[src/rtl/writeback_trap_unit.sv]
// writeback_trap_unit: final pipeline stage of the core.
// It commits register-file and CSR results. It also arbitrates interrupts,
// synchronous exceptions, mret and wfi into one trap request. It holds the
// WFI sleep state with a captured wake PC and the retired-instruction counter.
//
// Ports:
//   clk, reset_n                        clock, async active-low reset
//   valid_in, pc_in, next_pc_in         instruction from the memory stage
//   alu/csr/load_data_in, write_select_in, rd_address_in
//                                       result sources and destination
//   csr_address_in, csr_write_in, mret_in, wfi_in, exception_in, ecause_in
//   irq_pending, irq_enable, global_ie  interrupt lines, mie, mstatus.MIE
//   cnt_inhibit, cnt_wr_lo/hi, cnt_wdata
//                                       retire counter control and CSR writes
//   rd_address, rd_data                 regfile write (address 0 = no write)
//   csr_write, csr_address, csr_data    CSR file write
//   traped, interupt, ecause, ecp       trap request to fetch and the CSR file
//   mret, retired, sleeping, retire_count
module writeback_trap_unit #(
  parameter int                    XLEN      = 32,
  parameter int                    NIRQ      = 3,
  parameter logic [4*NIRQ-1:0]     IRQ_CAUSE = {4'd11, 4'd7, 4'd3},
  parameter int                    CNT_W     = 64
) (
  input  logic             clk,
  input  logic             reset_n,
  input  logic             valid_in,
  input  logic [XLEN-1:0]  pc_in,
  input  logic [XLEN-1:0]  next_pc_in,
  input  logic [XLEN-1:0]  alu_data_in,
  input  logic [XLEN-1:0]  csr_data_in,
  input  logic [XLEN-1:0]  load_data_in,
  input  logic [1:0]       write_select_in,
  input  logic [4:0]       rd_address_in,
  input  logic [11:0]      csr_address_in,
  input  logic             csr_write_in,
  input  logic             mret_in,
  input  logic             wfi_in,
  input  logic             exception_in,
  input  logic [3:0]       ecause_in,
  input  logic [NIRQ-1:0]  irq_pending,
  input  logic [NIRQ-1:0]  irq_enable,
  input  logic             global_ie,
  input  logic             cnt_inhibit,
  input  logic             cnt_wr_lo,
  input  logic             cnt_wr_hi,
  input  logic [XLEN-1:0]  cnt_wdata,
  output logic [4:0]       rd_address,
  output logic [XLEN-1:0]  rd_data,
  output logic             csr_write,
  output logic [11:0]      csr_address,
  output logic [XLEN-1:0]  csr_data,
  output logic             traped,
  output logic             interupt,
  output logic [3:0]       ecause,
  output logic [XLEN-1:0]  ecp,
  output logic             mret,
  output logic             retired,
  output logic             sleeping,
  output logic [CNT_W-1:0] retire_count
);

  typedef enum logic {RUN, SLEEP} state_e;

  state_e           state_q, state_d;
  logic [XLEN-1:0]  wake_pc_q, wake_pc_d;
  logic [CNT_W-1:0] cnt_q, cnt_d;

  logic [NIRQ-1:0]  irq_live;   // enabled and pending, ignoring global_ie
  logic [NIRQ-1:0]  irq_take;
  logic [3:0]       irq_cause;
  logic             in_sleep, valid_eff, irq_trap, exc_trap, to_execute;

  assign in_sleep  = (state_q == SLEEP);
  // While asleep the memory stage is stalled, so its contents are ignored.
  assign valid_eff = valid_in && !in_sleep;
  assign irq_live  = irq_pending & irq_enable;
  assign irq_take  = global_ie ? irq_live : '0;

  // Ascending scan: the highest set index is written last, so it wins.
  always_comb begin
    irq_cause = 4'd0;
    for (int i = 0; i < NIRQ; i++)
      if (irq_take[i]) irq_cause = IRQ_CAUSE[4*i +: 4];
  end

  assign irq_trap   = (|irq_take) && (valid_in || in_sleep);
  assign exc_trap   = exception_in && valid_eff;
  assign to_execute = valid_eff && !exception_in;

  assign traped   = irq_trap || exc_trap;
  assign interupt = irq_trap;
  assign ecause   = irq_trap ? irq_cause : (exc_trap ? ecause_in : 4'd0);
  assign ecp      = in_sleep ? wake_pc_q : (wfi_in ? next_pc_in : pc_in);

  assign retired     = to_execute && !traped;
  assign mret        = mret_in && retired;
  assign csr_write   = csr_write_in && retired;
  assign csr_address = csr_address_in;
  assign csr_data    = alu_data_in;
  assign rd_address  = retired ? rd_address_in : 5'd0;

  always_comb begin
    case (write_select_in)
      2'd0:    rd_data = alu_data_in;
      2'd1:    rd_data = csr_data_in;
      2'd2:    rd_data = load_data_in;
      default: rd_data = next_pc_in;
    endcase
  end

  // Sleep FSM. A wfi that retires while an enabled IRQ is already pending
  // acts as a nop. Wake-up ignores global_ie: with it clear, the core resumes
  // silently at the following instruction.
  always_comb begin
    state_d   = state_q;
    wake_pc_d = wake_pc_q;
    case (state_q)
      RUN:
        if (retired && wfi_in && !(|irq_live)) begin
          state_d   = SLEEP;
          wake_pc_d = next_pc_in;
        end
      SLEEP:
        if (|irq_live) state_d = RUN;
      default: state_d = RUN;
    endcase
  end

  assign sleeping = in_sleep;

  // Retire counter. A CSR write to either half suppresses the increment for
  // the whole counter. The half that is not written keeps its value.
  logic [CNT_W-1:0] hi_mask, hi_wdata;
  assign hi_mask  = {CNT_W{1'b1}} << XLEN;
  assign hi_wdata = CNT_W'(cnt_wdata) << XLEN;

  always_comb begin
    cnt_d = cnt_q;
    if (cnt_wr_lo || cnt_wr_hi) begin
      if (cnt_wr_lo) cnt_d[XLEN-1:0] = cnt_wdata;
      if (cnt_wr_hi) cnt_d = (cnt_d & ~hi_mask) | (hi_wdata & hi_mask);
    end else if (retired && !cnt_inhibit) begin
      cnt_d = cnt_q + CNT_W'(1);
    end
  end

  assign retire_count = cnt_q;

  always_ff @(posedge clk or negedge reset_n) begin
    if (!reset_n) begin
      state_q   <= RUN;
      wake_pc_q <= '0;
      cnt_q     <= '0;
    end else begin
      state_q   <= state_d;
      wake_pc_q <= wake_pc_d;
      cnt_q     <= cnt_d;
    end
  end

endmodule

[config.mk]
export PLATFORM = sky130hd
export DESIGN_NAME = writeback_trap_unit
export DESIGN_NICKNAME = d
export VERILOG_FILES = /design/src/rtl/writeback_trap_unit.sv
export SDC_FILE = /design/constraint.sdc
export NUM_CORES = 1
export LEC_CHECK = 0
export CORE_AREA = 2 2 164 166
export CTS_CLUSTER_DIAMETER = 80
export DETAILED_ROUTE_END_ITERATION = 10
export DIE_AREA = 0 0 166 168
export GPL_TIMING_DRIVEN = 0
export PLACE_DENSITY = 0.6
export RECOVER_POWER = 25
export SLEW_MARGIN = 10
export SYNTH_ARGS = -nofsm -noshare
export SYNTH_HDL_FRONTEND = slang
export SYNTH_SLANG_ARGS = --single-unit
[constraint.sdc]
create_clock -name clk -period 4.8 [get_ports clk]
set_clock_uncertainty 0.05 [all_clocks]
set_input_delay 0.96 -clock clk [delete_from_list [all_inputs] [get_ports clk]]
set_output_delay 0.96 -clock clk [all_outputs]
set_load 0.02 [all_outputs]
# Word-level counts from Yosys, hierarchy flattened
# Index checks and enable logic that the tools add are counted.
[classes]
add_sub_neg = 1
n_eq_ne = 3
muxes = 18
n_reduce_logical = 24
bitwise_logic = 3
[op_table]
columns = ["operator", "count"]
rows = [
  ["$mux W64", 3],
  ["$mux W32", 4],
  ["$pmux W32 S3", 1],
  ["$add A64 B1 Y64 const B", 1],
  ["$or A32 B64 Y64", 1],
  ["$mux W4", 3],
  ["$logic_and A1 B1 Y1", 10],
  ["$mux W3", 2],
  ["$reduce_or A3 Y1", 2],
  ["$logic_not A1 Y1", 5],
  ["$mux W5", 1],
  ["$reduce_and A2 Y1", 2],
  ["$and A3 B3 Y3", 1],
  ["$logic_or A1 B1 Y1", 3],
  ["$eq A2 B1 Y1 const B", 1],
  ["$eq A2 B2 Y1 const B", 1],
  ["$logic_not A2 Y1", 1],
  ["$mux W1", 2],
  ["$mux W2", 1],
  ["$ne A2 B2 Y1 const B", 1],
  ["$pmux W1 S2", 1],
  ["$reduce_bool A2 Y1", 1],
  ["$not A1 Y1", 1],
]
[word_totals]
input_bits = 232
word_cells = 53
output_inout_bits = 187
register_bits = 97

# Depth between registers and ports, before layout
[depth]
ltp_word = 11
depth_mapped = 8
depth_no_buf = 6

# Worst setup path before layout
# Ideal clock, no wire load.
[synth_timing]
path_kind = "input to output"
start = "input port write_select_in[0]"
end = "output port rd_data[0]"
required_time_ns = 3.790
t_arrival_ns = 2.360
path_buffers = 2
stages = 3
slack_ns = 1.430
cell_sequence = "clkbuf_1 buf_1 mux4_2"
[synth_via]
elab_chain_len = 2
elab_cells_between_ends = 4
cone_classes = "eq/ne: 2; mux: 1; reduce/logical: 1"
[synth_lines]
columns = ["item", "line", "text"]
rows = [
  ["from (decl)", "33", "input logic [1:0] write_select_in,"],
  ["$eq A2 B2 Y1 (tied with other cells)", "104", "case (write_select_in)"],
  ["$pmux W32 S3 (*)", "104", ""],
  ["to (decl)", "49", "output logic [XLEN-1:0] rd_data,"],
]
# Every way passes the cells marked *; elsewhere a longest branch is shown, timed or not.

# Worst setup path after layout
[layout_timing]
start = "input port irq_pending[1]"
end = "output port rd_address[3]"
[layout_via]
elab_chain_len = 8
[layout_lines]
columns = ["item", "line", "text"]
rows = [
  ["from (decl)", "41", "input logic [NIRQ-1:0] irq_pending,"],
  ["$and A3 B3 Y3", "77", "assign irq_live = irq_pending & irq_enable;"],
  ["$mux W3", "78", "assign irq_take = global_ie ? irq_live : '0;"],
  ["$reduce_or A3 Y1", "87", "assign irq_trap = (|irq_take) && (valid_in || in_sleep);"],
  ["$logic_and A1 B1 Y1", "87", ""],
  ["$logic_or A1 B1 Y1", "91", "assign traped = irq_trap || exc_trap;"],
  ["$logic_not A1 Y1", "96", "assign retired = to_execute && !traped;"],
  ["$logic_and A1 B1 Y1", "96", ""],
  ["$mux W5", "101", "assign rd_address = retired ? rd_address_in : 5'd0;"],
  ["to (decl)", "48", "output logic [4:0] rd_address,"],
]
# No other way between the ends.

==> metrics.txt <==
# TYPE chip_impl_metric gauge
chip_impl_info{name="post_synth_main_area_contributors",value="dfrtp_1, mux4_2, o21ai_0, mux2_2, nand2_1"} 1
chip_impl_metric{name="synth.cell_area",unit="mm2"} 0.00714
chip_impl_metric{name="finalCoreUtilization",unit="%"} 45.2
chip_impl_metric{name="finalSetupViolCount",unit=""} 0
chip_impl_metric{name="critPathRequiredTime",unit="ps"} 3790
chip_impl_metric{name="track_usage",unit="%"} 24.8
chip_impl_metric{name="cts_hold_buf",unit=""} 0
chip_impl_metric{name="first_global_vias",unit=""} 7928
chip_impl_metric{name="total_power",unit="mW"} 2.88
chip_impl_metric{name="port_buffers",unit=""} 404
chip_impl_metric{name="final.period_utilization",unit="%"} 91.6
chip_impl_metric{name="cell_rows",unit=""} 60
chip_impl_info{name="cell_taking_the_most_area_after_synthesis",value="dfrtp_1"} 1
chip_impl_metric{name="min_delay_path_depth",unit=""} 1
chip_impl_metric{name="final_area",unit="mm2"} 0.0119
chip_impl_metric{name="async_flop_share",unit="%"} 100
chip_impl_metric{name="postCtsSetupBuffers",unit=""} 0
chip_impl_metric{name="routed_wirelength",unit="um"} 36000
chip_impl_metric{name="ff2ff_path_depth",unit=""} 8
chip_impl_metric{name="syn-instance-count",unit=""} 784
chip_impl_metric{name="die_w",unit="um"} 166
chip_impl_metric{name="global_route_wire_length_before_repair",unit="um"} 52400
chip_impl_info{name="min_from",value="wake_pc_q[31]"} 1
chip_impl_info{name="worst_hold_path.endpoint",value="wake_pc_q[31]"} 1
chip_impl_metric{name="vias",unit=""} 8299
chip_impl_info{name="most-common-layout-cells",value="clkdlybuf4s50_1, dfrtp_1, nand2_1, o21ai_0, nor2_1"} 1
chip_impl_metric{name="clock_sinks",unit=""} 97
chip_impl_metric{name="power_frac_seq",unit="%"} 36.3
chip_impl_metric{name="fp.coreArea",unit="mm2"} 0.0264
chip_impl_metric{name="sequential_cell_area_fraction_in_the_yosys_report",unit="%"} 34.0
chip_impl_metric{name="grt_overflow_total",unit=""} 0
chip_impl_info{name="r2r_start",value="sleeping"} 1
chip_impl_metric{name="drive_above_1_share",unit="%"} 11.6
chip_impl_metric{name="dr.first_iter.drc_count",unit=""} 673
chip_impl_metric{name="vdd_ir_drop_max",unit="V"} 0.000164
chip_impl_metric{name="max_cap_check_violation_count",unit=""} 1
chip_impl_metric{name="cts_made_buffers",unit=""} 9
chip_impl_info{name="critical_path.startpoint_type",value="primary input"} 1
chip_impl_info{name="layout.cells.most_common",value="clkdlybuf4s50_1"} 1
chip_impl_metric{name="timing.critical_path.fanout_max",unit=""} 17
chip_impl_metric{name="power-per-cell-area",unit="mW/mm2"} 242
chip_impl_metric{name="max_clock_freq",unit="GHz"} 0.227
chip_impl_info{name="cts_root_buffer",value="clkbuf_16"} 1
chip_impl_metric{name="postCtsResizedCells",unit=""} 0
chip_impl_metric{name="place_congestion",unit=""} 0.902
chip_impl_metric{name="antenna_violations_before_repair",unit=""} 10
chip_impl_metric{name="setup-tns-final",unit="ps"} 0
chip_impl_metric{name="finalCriticalPeriod",unit="ps"} 4400
chip_impl_metric{name="slew-limit-headroom",unit="%"} -70.3
chip_impl_metric{name="vias_per_cell",unit=""} 5.35
chip_impl_info{name="critPathKind",value="primary input to primary output"} 1
chip_impl_metric{name="clk_latency",unit="ps"} 350
chip_impl_metric{name="p_int",unit="mW"} 1.92
chip_impl_metric{name="layout-area-overhead-vs-synth",unit="%"} 66.8
chip_impl_metric{name="effective_utilization_at_floorplan",unit="%"} 27.1
chip_impl_metric{name="avgSynthCellArea",unit="um2"} 9.11
chip_impl_metric{name="power_frac_clock",unit="%"} 26.0
chip_impl_info{name="synth_top_flop_cell",value="dfrtp_1"} 1
chip_impl_metric{name="register_to_register_setup_slack",unit="ps"} 1510
chip_impl_metric{name="avgRoutedWirePerCell",unit="um"} 23.2
chip_impl_info{name="destination_of_the_worst_register_to_register_timing_path",value="retire_count[38]"} 1
chip_impl_metric{name="place_hpwl",unit="um"} 29500
chip_impl_metric{name="worst-slew-pin-transition",unit="ps"} 2560
chip_impl_metric{name="firstDrtPassIters",unit=""} 5
chip_impl_metric{name="max-clock-path-buffers",unit=""} 2
chip_impl_metric{name="switching_share",unit="%"} 33.3
chip_impl_info{name="end_kind",value="primary output"} 1
chip_impl_metric{name="die_y",unit="um"} 168
chip_impl_info{name="setup_repair_after_global_routing_missed_its_margin",value="no"} 1
chip_impl_metric{name="design.final.nets",unit=""} 1432
chip_impl_metric{name="synth_largest_type_area_fraction",unit="%"} 34.0
chip_impl_metric{name="layoutNonFillerInstCount",unit=""} 1552
chip_impl_metric{name="dpl_cell_area",unit="mm2"} 0.0116
chip_impl_metric{name="final-hold-violation-count",unit=""} 0
chip_impl_metric{name="grt_max_degree",unit=""} 55
chip_impl_metric{name="gate_power_share",unit="%"} 37.7
chip_impl_metric{name="drc_errors",unit=""} 0
chip_impl_info{name="violations_in_the_final_reports",value="capacitance limit, slew limit"} 1
chip_impl_metric{name="number_of_enable_type_register_cells_in_the_synthesized_netlist",unit=""} 0
chip_impl_metric{name="route.antenna.remaining_nets",unit=""} 0
chip_impl_metric{name="cp.arrival",unit="ps"} 3390
chip_impl_metric{name="total_leakage_power",unit="nW"} 4.38
chip_impl_metric{name="syn-num-nets",unit=""} 1017
chip_impl_metric{name="synth-seq-cells",unit=""} 97
chip_impl_info{name="type_of_the_most_critical_hold_path",value="flip-flop to flip-flop"} 1
chip_impl_metric{name="clock_tree.htree_level_count",unit=""} 3
chip_impl_metric{name="cts.clk_slew.worst_paths",unit="ps"} 70
chip_impl_metric{name="dieArea",unit="mm2"} 0.0279
chip_impl_info{name="outcome",value="complete, but fails checks"} 1
chip_impl_info{name="tritoncts",value="built"} 1
chip_impl_metric{name="ys.warnings.count",unit=""} 0
chip_impl_metric{name="power_switching",unit="uW"} 960
chip_impl_metric{name="floorplan.io_pins",unit=""} 419
chip_impl_metric{name="number_of_distinct_library_cell_variants_in_the_gate_level_netlist_after_synthesis",unit=""} 54
chip_impl_metric{name="place.detailed.instances",unit=""} 1530
chip_impl_metric{name="final_slew_viol_count",unit=""} 45
[cells by family after synthesis]
kind of cell | synth area share [%]
simple gates | 24.1
compound gates | 11.6
buf+inv | 7.81
mux | 19.8
flops | 34.0
xor+xnor | 2.58
fa+ha+maj | 0.175
[cell usage after synthesis, types with 9 or more instances]
cell type	n
buf_4	44
or3_1	17
mux4_2	32
o211ai_1	9
nand4_1	34
dfrtp_1	97
nor4_1	18
o31ai_1	14
clkbuf_1	41
o21ai_0	74
nand2_1	96
mux2i_1	33
inv_1	9
mux2_2	32
and2_1	10
and3_1	10
nor3_1	9
nor2_1	48
nand3_1	37
a31oi_1	30
or4_1	14
xnor2_1	18
[flip-flops by register name (all words and copies together) (netlist names)]
register      cells
wake_pc_q        32
sleeping          1
retire_count     64
[critical path: stages]
cell	delay, ps
clkdlybuf4s50_1	510
a22oi_1	120
o211ai_1	620
inv_2	360
and2_1	270
clkdlybuf4s50_1	540
[routing by layer]
layer | vias up | wire [um] | GRT usage (%)
met4 | 4 | 1050 | 8.36
li1 | 3750 | - | -
met2 | 450 | 18300 | 44.1
met5 | - | 24 | 0
met1 | 4030 | 13800 | 29.6
met3 | 65 | 2850 | 5.76
[worst max-delay path by stage]
stage                        from            end  slack (ps)  cells after the start
6_report           irq_pending[1]  rd_address[3]         400                      6
5_1_grt                   reset_n   wake_pc_q[2]          90                      2
4_1_cts                  valid_in  rd_address[3]          30                      7
3_5_place_dp             valid_in  rd_address[2]          50                      7
3_3_place_gp              reset_n   wake_pc_q[7]       -1400                      1
2_1_floorplan  write_select_in[0]     rd_data[0]        1430                      3
[metrics by stage]
step	hold slack [ps]	worst slack, ps
final	455	402
after global routing	468	90.9
after CTS	457	30.2
after detailed placement	442	45.3
after global placement	437	-1400
after floorplan	430	1430
[power groups by stage]
stage / Combinational, mW / Sequential, mW / Clock [mW]
after floorplan: 0.443 / 1.09 / 0
after global placement: 1.08 / 1.06 / 0
after detailed placement: 1.09 / 1.06 / 0
after CTS: 1.10 / 1.04 / 0.756
after global routing: 1.15 / 1.06 / 0.795
final: 1.09 / 1.05 / 0.749
[layout make-up]
cell class / count / area (um2)
Fill cell: 2534 / 14400
Sequential cell: 97 / 2430
Inverter: 11 / 41.3
Multi-Input combinational cell: 583 / 4160
Antenna cell: 9 / 22.5
Clock buffer: 11 / 243
Buffer: 92 / 513
Timing Repair Buffer: 405 / 4040
Tap cell: 341 / 427
Clock inverter: 3 / 42.5
No activity file was read; power rests on OpenSTA's default activity.
